### src/rtl/axi_axil_burst_bridge_rd.sv
// AXI4 read slave to AXI4-Lite read master bridge.
// Each AXI burst beat becomes one AXI-Lite read, and each read returns one R beat.
module axi_axil_burst_bridge_rd #(
  parameter int ADDR_WIDTH      = 32,
  parameter int AXI_DATA_WIDTH  = 32,
  parameter int AXI_STRB_WIDTH  = AXI_DATA_WIDTH / 8,
  parameter int AXI_ID_WIDTH    = 8,
  parameter int AXIL_DATA_WIDTH = 32,
  parameter int AXIL_STRB_WIDTH = AXIL_DATA_WIDTH / 8
) (
  input  logic                       clk,
  input  logic                       rst_n,
  input  logic [AXI_ID_WIDTH-1:0]    s_axi_arid,
  input  logic [ADDR_WIDTH-1:0]      s_axi_araddr,
  input  logic [7:0]                 s_axi_arlen,
  input  logic [2:0]                 s_axi_arsize,
  input  logic [1:0]                 s_axi_arburst,
  input  logic [2:0]                 s_axi_arprot,
  input  logic                       s_axi_arvalid,
  output logic                       s_axi_arready,
  output logic [AXI_ID_WIDTH-1:0]    s_axi_rid,
  output logic [AXI_DATA_WIDTH-1:0]  s_axi_rdata,
  output logic [1:0]                 s_axi_rresp,
  output logic                       s_axi_rlast,
  output logic                       s_axi_rvalid,
  input  logic                       s_axi_rready,
  output logic [ADDR_WIDTH-1:0]      m_axil_araddr,
  output logic [2:0]                 m_axil_arprot,
  output logic                       m_axil_arvalid,
  input  logic                       m_axil_arready,
  input  logic [AXIL_DATA_WIDTH-1:0] m_axil_rdata,
  input  logic [1:0]                 m_axil_rresp,
  input  logic                       m_axil_rvalid,
  output logic                       m_axil_rready
);

  localparam logic [2:0] ST_IDLE = 3'd0;
  localparam logic [2:0] ST_AR   = 3'd1;
  localparam logic [2:0] ST_WF_R = 3'd2;
  localparam logic [2:0] ST_R    = 3'd3;
  localparam logic [2:0] ST_ERR  = 3'd4;

  localparam logic [1:0] BURST_FIXED = 2'b00;
  localparam logic [1:0] BURST_WRAP  = 2'b10;
  localparam logic [1:0] RESP_SLVERR = 2'b10;

  localparam int AXI_OFF  = $clog2(AXI_STRB_WIDTH);
  localparam int AXIL_OFF = $clog2(AXIL_STRB_WIDTH);
  localparam int MIN_STRB = (AXI_STRB_WIDTH < AXIL_STRB_WIDTH) ? AXI_STRB_WIDTH : AXIL_STRB_WIDTH;
  localparam logic [2:0] MAX_SIZE = 3'($clog2(MIN_STRB));

  logic [2:0]                state_q, state_d;
  logic                      arready_q, arready_d;
  logic [AXI_ID_WIDTH-1:0]   id_q, id_d;
  logic [ADDR_WIDTH-1:0]     addr_q, addr_d;
  logic [2:0]                size_q, size_d;
  logic [1:0]                burst_q, burst_d;
  logic [2:0]                wrap_lg_q, wrap_lg_d;
  logic [2:0]                prot_q, prot_d;
  logic [7:0]                beat_cnt_q, beat_cnt_d;
  logic [AXI_DATA_WIDTH-1:0] rdata_q, rdata_d;
  logic [1:0]                rresp_q, rresp_d;

  logic [AXI_DATA_WIDTH-1:0] lane_data;
  logic [ADDR_WIDTH-1:0]     step, wrap_mask, next_addr;
  logic [2:0]                ar_wrap_lg;
  logic                      ar_invalid;

  // Place the AXI-Lite word on the AXI byte lanes selected by the current beat address.
  generate
    if (AXI_DATA_WIDTH > AXIL_DATA_WIDTH) begin : g_upsize
      localparam int AXIL_LG = $clog2(AXIL_DATA_WIDTH);
      logic [AXI_OFF-AXIL_OFF-1:0] lane_sel;
      assign lane_sel  = addr_q[AXI_OFF-1:AXIL_OFF];
      assign lane_data = {{(AXI_DATA_WIDTH-AXIL_DATA_WIDTH){1'b0}}, m_axil_rdata}
                         << {lane_sel, {AXIL_LG{1'b0}}};
    end else if (AXI_DATA_WIDTH < AXIL_DATA_WIDTH) begin : g_downsize
      localparam int AXI_LG = $clog2(AXI_DATA_WIDTH);
      logic [AXIL_OFF-AXI_OFF-1:0] lane_sel;
      assign lane_sel  = addr_q[AXIL_OFF-1:AXI_OFF];
      assign lane_data = m_axil_rdata[{lane_sel, {AXI_LG{1'b0}}} +: AXI_DATA_WIDTH];
    end else begin : g_passthru
      assign lane_data = m_axil_rdata;
    end
  endgenerate

  // WRAP lengths are powers of two, so the wrap boundary is a shift of the step.
  always_comb begin
    step      = ADDR_WIDTH'(1) << size_q;
    wrap_mask = (step << wrap_lg_q) - ADDR_WIDTH'(1);
    case (burst_q)
      BURST_FIXED: next_addr = addr_q;
      BURST_WRAP:  next_addr = (addr_q & ~wrap_mask) | ((addr_q + step) & wrap_mask);
      default:     next_addr = (addr_q & ~(step - ADDR_WIDTH'(1))) + step;
    endcase
  end

  always_comb begin
    case (s_axi_arlen)
      8'd1:    ar_wrap_lg = 3'd1;
      8'd3:    ar_wrap_lg = 3'd2;
      8'd7:    ar_wrap_lg = 3'd3;
      8'd15:   ar_wrap_lg = 3'd4;
      default: ar_wrap_lg = 3'd0;
    endcase
    ar_invalid = (s_axi_arburst == 2'b11) || (s_axi_arsize > MAX_SIZE) ||
                 ((s_axi_arburst == BURST_WRAP) && (ar_wrap_lg == 3'd0));
  end

  always_comb begin
    state_d    = state_q;
    arready_d  = 1'b1;
    id_d       = id_q;
    addr_d     = addr_q;
    size_d     = size_q;
    burst_d    = burst_q;
    wrap_lg_d  = wrap_lg_q;
    prot_d     = prot_q;
    beat_cnt_d = beat_cnt_q;
    rdata_d    = rdata_q;
    rresp_d    = rresp_q;
    case (state_q)
      ST_IDLE: begin
        if (s_axi_arvalid && s_axi_arready) begin
          id_d       = s_axi_arid;
          addr_d     = s_axi_araddr;
          size_d     = s_axi_arsize;
          burst_d    = s_axi_arburst;
          wrap_lg_d  = ar_wrap_lg;
          prot_d     = s_axi_arprot;
          beat_cnt_d = s_axi_arlen;
          if (ar_invalid) begin
            state_d = ST_ERR;
            rdata_d = '0;
            rresp_d = RESP_SLVERR;
          end else begin
            state_d = ST_AR;
          end
        end
      end
      ST_AR: begin
        if (m_axil_arready) state_d = ST_WF_R;
      end
      ST_WF_R: begin
        if (m_axil_rvalid) begin
          rdata_d = lane_data;
          rresp_d = m_axil_rresp;
          state_d = ST_R;
        end
      end
      ST_R: begin
        if (s_axi_rready) begin
          if (beat_cnt_q == 8'd0) begin
            state_d = ST_IDLE;
          end else begin
            beat_cnt_d = beat_cnt_q - 8'd1;
            addr_d     = next_addr;
            state_d    = ST_AR;
          end
        end
      end
      ST_ERR: begin
        if (s_axi_rready) begin
          if (beat_cnt_q == 8'd0) state_d = ST_IDLE;
          else beat_cnt_d = beat_cnt_q - 8'd1;
        end
      end
      default: state_d = ST_IDLE;
    endcase
  end

  always_ff @(posedge clk or negedge rst_n) begin
    if (!rst_n) begin
      state_q    <= ST_IDLE;
      arready_q  <= 1'b0;
      id_q       <= '0;
      addr_q     <= '0;
      size_q     <= '0;
      burst_q    <= '0;
      wrap_lg_q  <= '0;
      prot_q     <= '0;
      beat_cnt_q <= '0;
      rdata_q    <= '0;
      rresp_q    <= '0;
    end else begin
      state_q    <= state_d;
      arready_q  <= arready_d;
      id_q       <= id_d;
      addr_q     <= addr_d;
      size_q     <= size_d;
      burst_q    <= burst_d;
      wrap_lg_q  <= wrap_lg_d;
      prot_q     <= prot_d;
      beat_cnt_q <= beat_cnt_d;
      rdata_q    <= rdata_d;
      rresp_q    <= rresp_d;
    end
  end

  assign s_axi_arready  = arready_q && (state_q == ST_IDLE);
  assign s_axi_rvalid   = (state_q == ST_R) || (state_q == ST_ERR);
  assign s_axi_rlast    = s_axi_rvalid && (beat_cnt_q == 8'd0);
  assign s_axi_rid      = id_q;
  assign s_axi_rdata    = rdata_q;
  assign s_axi_rresp    = rresp_q;
  assign m_axil_araddr  = addr_q;
  assign m_axil_arprot  = prot_q;
  assign m_axil_arvalid = (state_q == ST_AR);
  assign m_axil_rready  = (state_q == ST_WF_R);

endmodule

### config.mk
export PLATFORM = sky130hd
export DESIGN_NAME = axi_axil_burst_bridge_rd
export DESIGN_NICKNAME = d
export VERILOG_FILES = /design/src/rtl/axi_axil_burst_bridge_rd.sv
export SDC_FILE = /design/constraint.sdc
export NUM_CORES = 1
export LEC_CHECK = 0
export ABC_AREA = 0
export CAP_MARGIN = 40
export CORE_MARGIN = 1.5
export CORE_UTILIZATION = 45
export CTS_BUF_LIST = sky130_fd_sc_hd__clkbuf_4 sky130_fd_sc_hd__clkbuf_8
export DETAILED_ROUTE_END_ITERATION = 12
export GPL_TIMING_DRIVEN = 0
export PLACE_DENSITY = 0.74
export SLEW_MARGIN = 10
export SYNTH_ARGS = -nofsm -noshare
export SYNTH_HDL_FRONTEND = slang
export SYNTH_SLANG_ARGS = --single-unit
export TNS_END_PERCENT = 50
### constraint.sdc
create_clock -name clk -period 4 [get_ports clk]
set_clock_uncertainty 0.15 [all_clocks]
set_input_delay 1.2 -clock clk [delete_from_list [all_inputs] [get_ports clk]]
set_output_delay 1.2 -clock clk [all_outputs]
set_load 0.05 [all_outputs]
==> metrics.md, run 1 <==
| Metric | Value |
|---|---|
| Status | finished clean |
| Power Density | approximately 730 nW/um^2 |
| Reg2Reg Setup Slack | about 180 ps |
| DIE HEIGHT | approximately 130 um |
| Share of Yosys cell area claimed by the top area cell type | between 30% and 40% |
| CTS H-tree depth | 3 |
| Final wirelength | approximately 23000 um |
| Fraction of the mapped netlist area in adder cells | 3.481% |
| Later-pin clock latency in the skew report | between 300 and 400 ps |
| Root buffer cell | sky130_fd_sc_hd__clkbuf_8 |
| Post-synthesis instance area | 7044 um^2 |
| Flops & latches, synth | 97 |
| Top Usage Layer GRT | met2 |
| Number of max-cap violations | 0 |
| Fraction of synthesized area in multiplexers | around 1.0% |
| CTS Buf Count | 9 |
| DR vias/cell | 5.666 |
| Starting density of the core | 46.17% |
| Layout cells sized above 1 | 6.177% |
| Dominant register cell in the synthesized netlist | sky130_fd_sc_hd__dfrtp_1 |
| Half-perimeter wire length of the detailed placement result | around 17000 um |
| Hold Crit Endpoint | s_axi_rid[7] |
| Worst slew margin relative to its limit | 49.58% |
| Most area-consuming cells after synthesis | sky130_fd_sc_hd__dfrtp_1 34%, sky130_fd_sc_hd__nand2_1 8.8%, sky130_fd_sc_hd__o21ai_0 5.7% |
| Worst path slowest cell | sky130_fd_sc_hd__or4b_2 |
| TritonCTS clock tree | yes |
| Total nets after synthesis | approximately 1000 |
| Count of buffers inserted at the top-level ports | roughly 180 |
| Global routing met1 resource utilization | approximately two fifths |
| Number of flops mapped to enable cells by yosys | 0 |
| Pin count of the biggest net entering global routing | 76 |
| Count leader, synth | sky130_fd_sc_hd__nand2_1 |
| Critical-path maximum fanout | 6 |
| Number of iterations in the first detailed-routing pass | 5 |
| Number of max-slew violations in the final report | 0 |
| Area Overhead vs Synth | 33.57% |
| Max VDD drop | between 0.0003 and 0.0004 V |
| Setup Crit Path Kind | reg -> out |
| Per-instance average area after synthesis | 7.682 um^2 |
| Complex-gate fraction of the synthesized area | 22.13% |
| R2r worst-path depth | 14 |
| Crit path setup slack, layout | about 130 ps |
| DIE WIDTH | 128.1 um |
| Cells traversed along the worst timing path | inv_1 > ha_1 > or4b_2 > or2_2 > nor2_1 > buf_2 |
| Largest area contributor in the synthesized netlist | sky130_fd_sc_hd__dfrtp_1 |
| Max Clk Rate | around 0.26 GHz |
| Final core utilization | about three fifths |
| Combinational family with the most area after synthesis | simple AND/OR/NAND/NOR gates |
| Top-Level Pins | between 150 and 200 |
| Proportion of register bits with asynchronous set or reset after synthesis | 100.0% |
| Number of sinks handled by clock tree synthesis | 97 |
| Instance area at placement | just over 9000 um^2 |
| Final hold violation count | 0 |
| Count of routing violations after the opening detailed-route iteration | 625 |
| Synth Area in Simple Gates | between 20% and 30% |
| Bufs on Longest Clock Path | 2 |
| Final period utilization | a little over nine tenths |
| # rows | 45 |
| Category of the worst setup path launch point | register |
| Global placer's final weighted congestion | 0.9494 |
| Least-Margin Pin Slew | approximately 760 ps |
| Cell area after layout | between 9000 and 10000 um^2 |
| Overflow left after global routing | 0 |
| Placeable core region | 15260 um^2 |
| Synthesized instance count | around 900 |
| Post-CTS clock slew at the launch and capture registers of the worst setup and hold paths | roughly 100 ps |
| Number of different library cells in the post-synthesis netlist | 78 |
| Max stage delay on crit path | ~630 ps |
| Minimum clock period | just under 4000 ps |
| Worst R2R Start | size_q[2] |
| Setup violators final | 0 |
| Crit path DAT | roughly 2500 ps |
| Worst setup slack after placement | -289.0 ps |
| Routed wire per std cell | 17.00 um |
| XOR/XNOR Fraction of Synth Area | roughly 5.3% |
| Met2 Track Usage GR | between 40% and 50% |
| Vias in the first global route | 7116 |
| Count of warnings emitted by yosys | 0 |
| Routed Antenna Nets | 0 |
| Global-route usage over all layers | 27.80% |
| Path category of the worst min-delay check | reg -> reg |
| Area enclosed by the die boundary | 16410 um^2 |
| ANT cells | 0 |
| Remaining routing DRC violations | 0 |
| Static Leakage | between 3 and 4 nW |
| Wire length of the first global-routing pass | 36340 um |
| Required time of the worst setup path | 2650 ps |
| Hold Crit Depth | 2 |
| Antenna violations before repair | 0 |
| CTS Hold Bufs | 0 |
| Layout net count | 1227 |
| CP Capture Type | primary output |
| Register area share after synthesis | between 30% and 40% |
| Leading post-synthesis cells by instance count | 165 x sky130_fd_sc_hd__nand2_1, 97 x sky130_fd_sc_hd__dfrtp_1, 80 x sky130_fd_sc_hd__o21ai_0, 75 x sky130_fd_sc_hd__nor2_1, 46 x sky130_fd_sc_hd__nand3_1 |
| Launch instance of the worst min-delay path | s_axi_rid[7] |
| Total via count after detailed routing | 7524 |
| Met3 usage in global routing | approximately 5.2% |
## critical path: cells and delay by family, from the launching register on
family,cells,cell delay (ps)
buffers and inverters,2,410
adders and majority gates,1,150
and+or+nand+nor,3,1110
DFF,1,450
## worst max path at each step
stage / start / end / slack (ps) / cells after the start
6_report: beat_cnt_q[0] / s_axi_rlast / 130 / 6
5_1_grt: size_q[2] / register / -20 / 14
4_1_cts: size_q[1] / register / 20 / 15
3_5_place_dp: size_q[1] / register / -290 / 18
3_3_place_gp: rst_n / s_axi_rdata[14] / -2330 / 1
2_1_floorplan: size_q[1] / register / 410 / 18
## kinds of logic after synthesis
logic type,count (synthesis)
muxes,7
DFF,97
other,1
AOI/OAI and AO/OA,243
xor gates and xnor gates,43
adders and majority gates,19
and+or+nand+nor,409
buffers and inverters,98
## layer usage
layer,vias up,share of wire [%]
li1,3639,-
met1,3508,44
met2,334,46
met3,43,7.6
met4,0,2.5
met5,-,0
## power by group
group / switching, W / internal, W / total [W]
Clock: 0.000393 / 0.000261 / 0.000654
Combinational: 0.00286 / 0.00162 / 0.00448
Sequential: 0.000382 / 0.00134 / 0.00172
## cells in the final DEF, fill, tap and decap left out, types with 11 or more instances in the layout
cell type and n:
sky130_fd_sc_hd__clkdlybuf4s50_1 173, sky130_fd_sc_hd__xor2_1 11, sky130_fd_sc_hd__o22ai_1 13, sky130_fd_sc_hd__ha_1 17, sky130_fd_sc_hd__xnor2_1 32, sky130_fd_sc_hd__inv_1 38, sky130_fd_sc_hd__o21ai_0 80, sky130_fd_sc_hd__nor2_1 73
sky130_fd_sc_hd__nand2_1 164, sky130_fd_sc_hd__nand2b_1 12, sky130_fd_sc_hd__clkbuf_1 39, sky130_fd_sc_hd__a21oi_1 42, sky130_fd_sc_hd__nand3_1 46, sky130_fd_sc_hd__nor3_1 18, sky130_fd_sc_hd__dfrtp_1 97, sky130_fd_sc_hd__nor2b_1 16
sky130_fd_sc_hd__a31oi_1 15
## area by class of cell
| class | instances | area [um^2] |
|---|---|---|
| Fill cell | 1405 | 5849 |
| Multi-Input combinational cell | 722 | 4272 |
| Sequential cell | 97 | 2427 |
| Timing Repair Buffer | 186 | 1854 |
| Tap cell | 211 | 264.0 |
| Buffer | 55 | 240.2 |
| Inverter | 41 | 157.7 |
| Clock buffer | 11 | 145.1 |
| Clock inverter | 5 | 48.80 |
## what timing repair did
action | CTS | global route
pin swaps | 2 | 5
endpoints found under the setup margin | 18 | 18
hold endpoints to repair | 0 | 0
buffers inserted | 1 | 6
gates cloned | 0 | 0
gates resized for setup | 13 | 9
## per-stage QoR
stage,setup TNS (ps),hold slack [ps],power (W),std cells
4_1_cts,0,337.0,0.006764,1323
3_5_place_dp,-1750,313.3,0.006066,1307
3_3_place_gp,-225800,307.0,0.006026,1305
2_1_floorplan,0,323.4,0.004687,917
6_report,0,329.2,0.006854,1328
5_1_grt,-18.88,368.8,0.007288,1328
No activity file was read; power rests on OpenSTA's default activity.
==> run 2, diff against run 1 <==
--- a/config.mk
+++ b/config.mk
@@ -7,7 +7,7 @@
 export LEC_CHECK = 0
 export ABC_AREA = 0
 export CAP_MARGIN = 40
-export CORE_MARGIN = 1.5
+export CORE_MARGIN = 2
 export CORE_UTILIZATION = 45
 export CTS_BUF_LIST = sky130_fd_sc_hd__clkbuf_4 sky130_fd_sc_hd__clkbuf_8
 export DETAILED_ROUTE_END_ITERATION = 12
==> run 2 against run 1 <==
Effect of this change: routed wire length rose by 1.5%; die area rose by 1.6%; clock-buffer cell count fell by 1; global-route usage fell by 0.52 points; register-to-register slack got worse by 20 ps; first-iteration DRC count rose by 25%; sequential power barely moved; cell count fell by 0.38%; critical path depth did not move; sequential cell count did not move; via count rose by 1.2%; critical path type unchanged; largest cell class unchanged.
==> metrics.md, run 2 (synthesis gave the netlist of run 1 again) <==
| Metric | Value |
|---|---|
| Status | finished clean |
| Layout cells sized above 1 | 6.295% (+0.12 points) |
| Crit path DAT | 2520 ps (about the same) |
| Root buffer cell | sky130_fd_sc_hd__clkbuf_8 |
| Remaining routing DRC violations | 0 (unchanged) |
| Later-pin clock latency in the skew report | 400 ps (+20 ps) |
| CP Capture Type | primary output |
| CTS Buf Count | 9 (unchanged) |
| Wire length of the first global-routing pass | 36140 um (-0.55%) |
| # rows | 45 (unchanged) |
| WP buf/inv | 2 (unchanged) |
| Launch instance of the worst min-delay path | m_axil_arprot[1] |
| Post-CTS clock slew at the launch and capture registers of the worst setup and hold paths | 110 ps (about the same) |
| Critical-path maximum fanout | 6 (unchanged) |
| Placeable core region | 15260 um^2 (unchanged) |
| Unrepaired setup endpoints after global routing | true |
| R2r worst-path depth | 14 (unchanged) |
| Most common library cell in the layout ignoring fill and taps | sky130_fd_sc_hd__clkdlybuf4s50_1 |
| Path category of the worst min-delay check | reg -> reg |
| Overflow left after global routing | 0 (unchanged) |
| Final hold violation count | 0 (unchanged) |
| Number of max-cap violations | 0 (unchanged) |
| Fill cell instance count of the final layout | 1402 (-0.21%) |
| Switching power of the nets | 0.003664 W (+0.80%) |
| Share of total power consumed by net switching | 53.35% (+0.32 points) |
| Required time of the worst setup path | 2650 ps (about the same) |
| Worst slew margin relative to its limit | 49.23% (-0.34 points) |
| Setup violators final | 0 (unchanged) |
| Worst path slowest cell | sky130_fd_sc_hd__or4b_2 |
| Hold Crit Depth | 2 (unchanged) |
| CP top delay family | simple AND/OR/NAND/NOR gates |
| CTS Hold Bufs | 0 (unchanged) |
| Clk pwr share | 9.8% (+0.3 points) |
| Power Density | 730.3 nW/um^2 (+0.24%) |
| Internal power contribution | 0.003204 W (-0.49%) |
| DR vias/cell | 5.753 (+1.5%) |
| Power share of the sequential group | 25.1% (about the same) |
| Routed Antenna Nets | 0 (unchanged) |
| Number of max-slew violations in the final report | 0 (unchanged) |
| Layout net count | 1222 (-0.41%) |
| Final core utilization | 61.63% (about the same) |
| Starting density of the core | 46.17% (unchanged) |
| Number of iterations in the first detailed-routing pass | 6 (+1) |
| Static Leakage | 3.765 nW (-0.27%) |
| Global-route usage over all layers | 27.28% (-0.52 points) |
| Count of routing violations after the opening detailed-route iteration | 784 (+25%) |
| Global placer's final weighted congestion | 0.9409 (-0.90%) |
| Count of buffers inserted at the top-level ports | 177 (unchanged) |
| Vias in the first global route | 7148 (+0.45%) |
| Least-Margin Pin Slew | 761.5 ps (+5.129 ps) |
| Total power draw | 0.006867 W (+0.19%) |
| Routed wire per std cell | 17.32 um (+1.9%) |
| Worst R2R Start | size_q[2] |
| Bufs on Longest Clock Path | 2 (unchanged) |
| Number of sinks handled by clock tree synthesis | 97 (unchanged) |
| Max stage delay on crit path | 630 ps (about the same) |
| Hold Crit Endpoint | m_axil_arprot[1] |
| Final wirelength | 22910 um (+1.5%) |
| Final-layout worst hold slack | 329.8 ps (+0.5970 ps) |
| DIE HEIGHT | 129.1 um (+0.78%) |
| Final-layout setup total negative slack | 0 ps (unchanged) |
| CTS H-tree depth | 3 (unchanged) |
| Area Overhead vs Synth | 33.50% (about the same) |
| TritonCTS clock tree | yes |
| Top library cells by usage in the layout, fill and taps aside | 173 x sky130_fd_sc_hd__clkdlybuf4s50_1, 163 x sky130_fd_sc_hd__nand2_1, 97 x sky130_fd_sc_hd__dfrtp_1, 80 x sky130_fd_sc_hd__o21ai_0, 73 x sky130_fd_sc_hd__nor2_1 |
| Final period utilization | 96.78% (about the same) |
| Total via count after detailed routing | 7611 (+1.2%) |
| Reg2Reg Setup Slack | 160 ps (-20 ps) |
| Pin count of the biggest net entering global routing | 84 (+11%) |
| Area enclosed by the die boundary | 16670 um^2 (+1.6%) |
| Category of the worst setup path launch point | register |
| Comb power frac | 65.2% (-0.2 points) |
| Max Clk Rate | 0.2583 GHz (about the same) |
| Half-perimeter wire length of the detailed placement result | 17270 um (+1.1%) |
| Setup Crit Path Kind | reg -> out |
| DIE WIDTH | 129.1 um (+0.78%) |
| Max VDD drop | 0.0004117 V (+13%) |
| Minimum clock period | 3871 ps (-2.769 ps) |
| Cells traversed along the worst timing path | inv_1 > ha_1 > or4b_2 > or2_2 > nor2_1 > buf_2 |
| ANT cells | 0 (unchanged) |
| Antenna violations before repair | 0 (unchanged) |
| Top-Level Pins | 178 (unchanged) |
==> run 2: cell count changes in the layout (fill, tap and decap cells not counted), sizes merged <==
| cell | before | now |
|---|---|---|
| clkbuf | 54 | 51 |
| clkinvlp | 3 | 2 |
| buf | 23 | 20 |
| clkinv | 3 | 5 |
==> run 2: timing repair <==
action	CTS	global route
hold endpoints to repair	0	0
pin swaps	1	4
setup buffers	1	0
gates resized for setup	10	22
setup endpoints to repair	18	26
==> run 2: worst register-to-register path, delay by kind of cell (launching register included) <==
family / cells / cell delay [ps]
and+or+nand+nor: 6 / 1480
adders and majority gates: 1 / 150
buffers and inverters: 3 / 530
DFF: 1 / 440
AOI/OAI and AO/OA: 4 / 1030
==> run 2: metrics by stage <==
stage / setup WS, ps / std cells / area [um^2]
after global placement: -2343 / 1305 / 9080
after detailed placement: -291.6 / 1307 / 9114
after global routing: -13.08 / 1323 / 9404
final: 128.7 / 1323 / 9404
after CTS: 17.18 / 1323 / 9345
after floorplan: 409.3 / 917 / 7044
==> run 2: worst max path at each step <==
stage,start,end,slack (ps),cells after the start
global placement,rst_n,s_axi_rdata[16],-2340,1
detailed placement,size_q[1],register,-290,18
floorplan,size_q[1],register,410,18
global route,size_q[1],register,-10,15
CTS,size_q[1],register,20,15
finish,beat_cnt_q[0],s_axi_rlast,130,6
==> run 2: layer usage <==
metal | share of wire [%] | GRT usage (%)
met2 | 45 | 42.60
met4 | 3.1 | 11.32
met3 | 8.4 | 4.831
met1 | 43 | 37.50
met5 | 0 | 0
==> run 2: cell type report <==
class	instances	area [um^2]	area share (%)
Buffer	56	244.0	2.594
Clock buffer	10	137.6	1.464
Clock inverter	6	61.31	0.6519
Inverter	41	157.7	1.676
Multi-Input combinational cell	722	4303	45.76
Sequential cell	97	2427	25.81
Tap cell	211	264.0	2.807
Timing Repair Buffer	180	1809	19.24
==> run 2: power by group through the flow <==
stage	logic [W]	registers, W	clock network [W]
final	0.00447	0.00172	0.000671
after global routing	0.00480	0.00178	0.000716
after CTS	0.00438	0.00171	0.000678
after detailed placement	0.00435	0.00173	0
after global placement	0.00430	0.00172	0
after floorplan	0.00202	0.00266	0
==> run 3, diff against run 2 <==
--- a/config.mk
+++ b/config.mk
@@ -7,7 +7,6 @@
 export LEC_CHECK = 0
 export ABC_AREA = 0
 export CAP_MARGIN = 40
-export CORE_MARGIN = 2
 export CORE_UTILIZATION = 45
 export CTS_BUF_LIST = sky130_fd_sc_hd__clkbuf_4 sky130_fd_sc_hd__clkbuf_8
 export DETAILED_ROUTE_END_ITERATION = 12
==> run 3 against run 2 <==
Effect of this change: sequential power is essentially flat; routed wire length fell by 0.82%; first-iteration DRC count is 13% lower; maximum frequency about the same; non-clock buffer count is 2 higher; global-route usage up 0.89 points; power shrank 0.47%; combinational power about the same; critical path depth rose by 8; core utilization about the same; highest routed layer unchanged.
==> metrics.md, run 3 (synthesis gave the netlist of run 1 again) <==
| Metric | Value |
|---|---|
| Number of iterations in the first detailed-routing pass | 6 (unchanged) |
| Most common library cell in the layout ignoring fill and taps | sky130_fd_sc_hd__clkdlybuf4s50_1 |
| Final-layout worst hold slack | 331.6 ps (+1.770 ps) |
| Total via count after detailed routing | 7515 (-1.3%) |
| Number of sinks handled by clock tree synthesis | 97 (unchanged) |
| Layout cells sized above 1 | 6.104% (-0.19 points) |
| CP top delay family | simple AND/OR/NAND/NOR gates |
| Later-pin clock latency in the skew report | 390 ps (about the same) |
| Half-perimeter wire length of the detailed placement result | 16950 um (-1.8%) |
| Top-Level Pins | 178 (unchanged) |
| Cells traversed along the worst timing path | clkbuf_4 > clkbuf_4 > nor2_4 > nand2_2 > inv_2 > ha_4 > or3b_1 > a2bb2oi_1 > o221a_1 > o31a_1 > or3_4 > nor3_4 > a311oi_1 > nor3_2 |
| Number of max-slew violations in the final report | 0 (unchanged) |
| DIE WIDTH | 127.1 um (-1.5%) |
| TritonCTS clock tree | yes |
| Number of max-cap violations | 0 (unchanged) |
| Overflow left after global routing | 0 (unchanged) |
| Routed Antenna Nets | 0 (unchanged) |
| Pin count of the biggest net entering global routing | 72 (-14%) |
| Number of standard cells in the layout, taps in and fillers out | 1325 (+0.15%) |
| Category of the worst setup path launch point | register |
| Cell area after layout | 9399 um^2 (about the same) |
| Antenna violations before repair | 0 (unchanged) |
| CTS Hold Bufs | 0 (unchanged) |
| Global-route usage over all layers | 28.17% (+0.89 points) |
| Cell total after placement | 1307 (unchanged) |
| Vias in the first global route | 7046 (-1.4%) |
| Placeable core region | 15260 um^2 (unchanged) |
| Count of routing violations after the opening detailed-route iteration | 685 (-13%) |
| Minimum clock period | 3870 ps (-1.202 ps) |
| CTS Buf Count | 9 (unchanged) |
| Wire length of the first global-routing pass | 36220 um (+0.21%) |
| Fill cell instance count of the final layout | 1411 (+0.64%) |
| Path category of the worst min-delay check | reg -> reg |
| Layout net count | 1224 (+0.16%) |
| Required time of the worst setup path | 4160 ps (+1510 ps) |
| Root buffer cell | sky130_fd_sc_hd__clkbuf_8 |
| Final period utilization | 96.75% (about the same) |
| Total power draw | 0.006835 W (-0.47%) |
| Final hold violation count | 0 (unchanged) |
| Critical-path maximum fanout | 10 (+4) |
| Cell occurring most often along the worst timing path | sky130_fd_sc_hd__clkbuf_4 |
| Final wirelength | 22720 um (-0.82%) |
| Area enclosed by the die boundary | 16160 um^2 (-3.1%) |
| Least-Margin Pin Slew | 771.2 ps (+9.720 ps) |
| Static Leakage | 3.768 nW (about the same) |
| Max VDD drop | 0.0003513 V (-15%) |
| Area Overhead vs Synth | 33.43% (about the same) |
| Power Density | 727.2 nW/um^2 (-0.42%) |
| WP buf/inv | 3 (+1) |
| # rows | 45 (unchanged) |
| Final core utilization | 61.60% (about the same) |
| Unrepaired setup endpoints after global routing | false |
| Setup Crit Path Kind | reg -> reg |
| ANT cells | 0 (unchanged) |
| CTS H-tree depth | 3 (unchanged) |
| Routed wire per std cell | 17.15 um (-0.97%) |
| DIE HEIGHT | 127.1 um (-1.5%) |
| Top library cells by usage in the layout, fill and taps aside | 173 x sky130_fd_sc_hd__clkdlybuf4s50_1, 164 x sky130_fd_sc_hd__nand2_1, 97 x sky130_fd_sc_hd__dfrtp_1, 80 x sky130_fd_sc_hd__o21ai_0, 72 x sky130_fd_sc_hd__nor2_1 |
| Instance area at placement | 9114 um^2 (unchanged) |
| DR vias/cell | 5.672 (-1.4%) |
| Setup violators final | 0 (unchanged) |
| Max Clk Rate | 0.2584 GHz (about the same) |
| Max stage delay on crit path | 440 ps (-190 ps) |
| Bufs on Longest Clock Path | 2 (unchanged) |
| Starting density of the core | 46.17% (unchanged) |
| Crit path DAT | 4030 ps (+1510 ps) |
| Global placer's final weighted congestion | 0.9675 (+2.8%) |
| Worst path slowest cell | sky130_fd_sc_hd__dfrtp_1 |
| Status | finished clean |
| Worst slew margin relative to its limit | 48.59% (-0.65 points) |
| Post-CTS clock slew at the launch and capture registers of the worst setup and hold paths | 100 ps (about the same) |
| Remaining routing DRC violations | 0 (unchanged) |
| Count of buffers inserted at the top-level ports | 177 (unchanged) |
| CP Capture Type | register |
-- run 3: cell count changes in the layout (fill, tap and decap cells not counted), moves of 2 or more --
| cell | previous run | this run |
|---|---|---|
| sky130_fd_sc_hd__nor2_2 | 0 | 2 |
| sky130_fd_sc_hd__buf_2 | 10 | 8 |
| sky130_fd_sc_hd__clkinvlp_4 | 2 | 0 |
| sky130_fd_sc_hd__clkbuf_4 | 2 | 4 |
| sky130_fd_sc_hd__buf_4 | 3 | 5 |
-- run 3: tightest hold or removal path, stage by stage, from the launching register on --
cell                      delay (ps)
sky130_fd_sc_hd__dfrtp_1         360
sky130_fd_sc_hd__nand2_1          50
sky130_fd_sc_hd__nand2_1          50
-- run 3: area by class of cell --
cell class / instances / area (um^2) / share of cell area, %
Sequential cell: 97 / 2427 / 25.83
Timing Repair Buffer: 182 / 1831 / 19.48
Inverter: 41 / 153.9 / 1.637
Clock inverter: 5 / 46.29 / 0.4925
Tap cell: 211 / 264.0 / 2.809
Clock buffer: 11 / 145.1 / 1.544
Buffer: 56 / 245.2 / 2.609
Multi-Input combinational cell: 722 / 4287 / 45.61
-- run 3: what timing repair did --
| action | CTS | global route |
|---|---|---|
| setup buffers | 0 | 3 |
| pin swaps | 0 | 4 |
| resized for setup | 11 | 18 |
| endpoints found under the setup margin | 18 | 24 |
-- run 3: routing by layer --
| layer | track usage [%] | vias up | wire length, um |
|---|---|---|---|
| met5 | 0 | - | 0 |
| met4 | 9.944 | 0 | 620 |
| met3 | 6.365 | 46 | 1639 |
| met2 | 44.18 | 325 | 10270 |
| met1 | 38.24 | 3517 | 10190 |
| li1 | - | 3627 | - |
-- run 3: where the power goes --
part,internal (W),switching [W]
Clock,0.000261,0.000392
Sequential,0.00134,0.000391
Combinational,0.00160,0.00285
Total,0.00320,0.00363
-- run 3: final timing paths --
path,depth (start not counted),from,to,slack [ps]
min in group asynchronous,1,rst_n,asynchronous set/reset pin,510
worst min-delay path,2,s_axi_rid[6],s_axi_rid[6],330
max in group asynchronous,2,rst_n,s_axi_rdata[6],2540
worst max register to register,14,size_q[2],register,130
worst min register to register,2,s_axi_rid[6],s_axi_rid[6],330
worst max-delay path,14,size_q[2],register,130
-- run 3: stage by stage --
stage / setup TNS, ps / setup WS (ps)
6_report: 0 / 129.9
5_1_grt: 0 / 9.810
2_1_floorplan: 0 / 409.3
3_5_place_dp: -1642 / -279.7
3_3_place_gp: -224460 / -2317
4_1_cts: -41.70 / -20.42
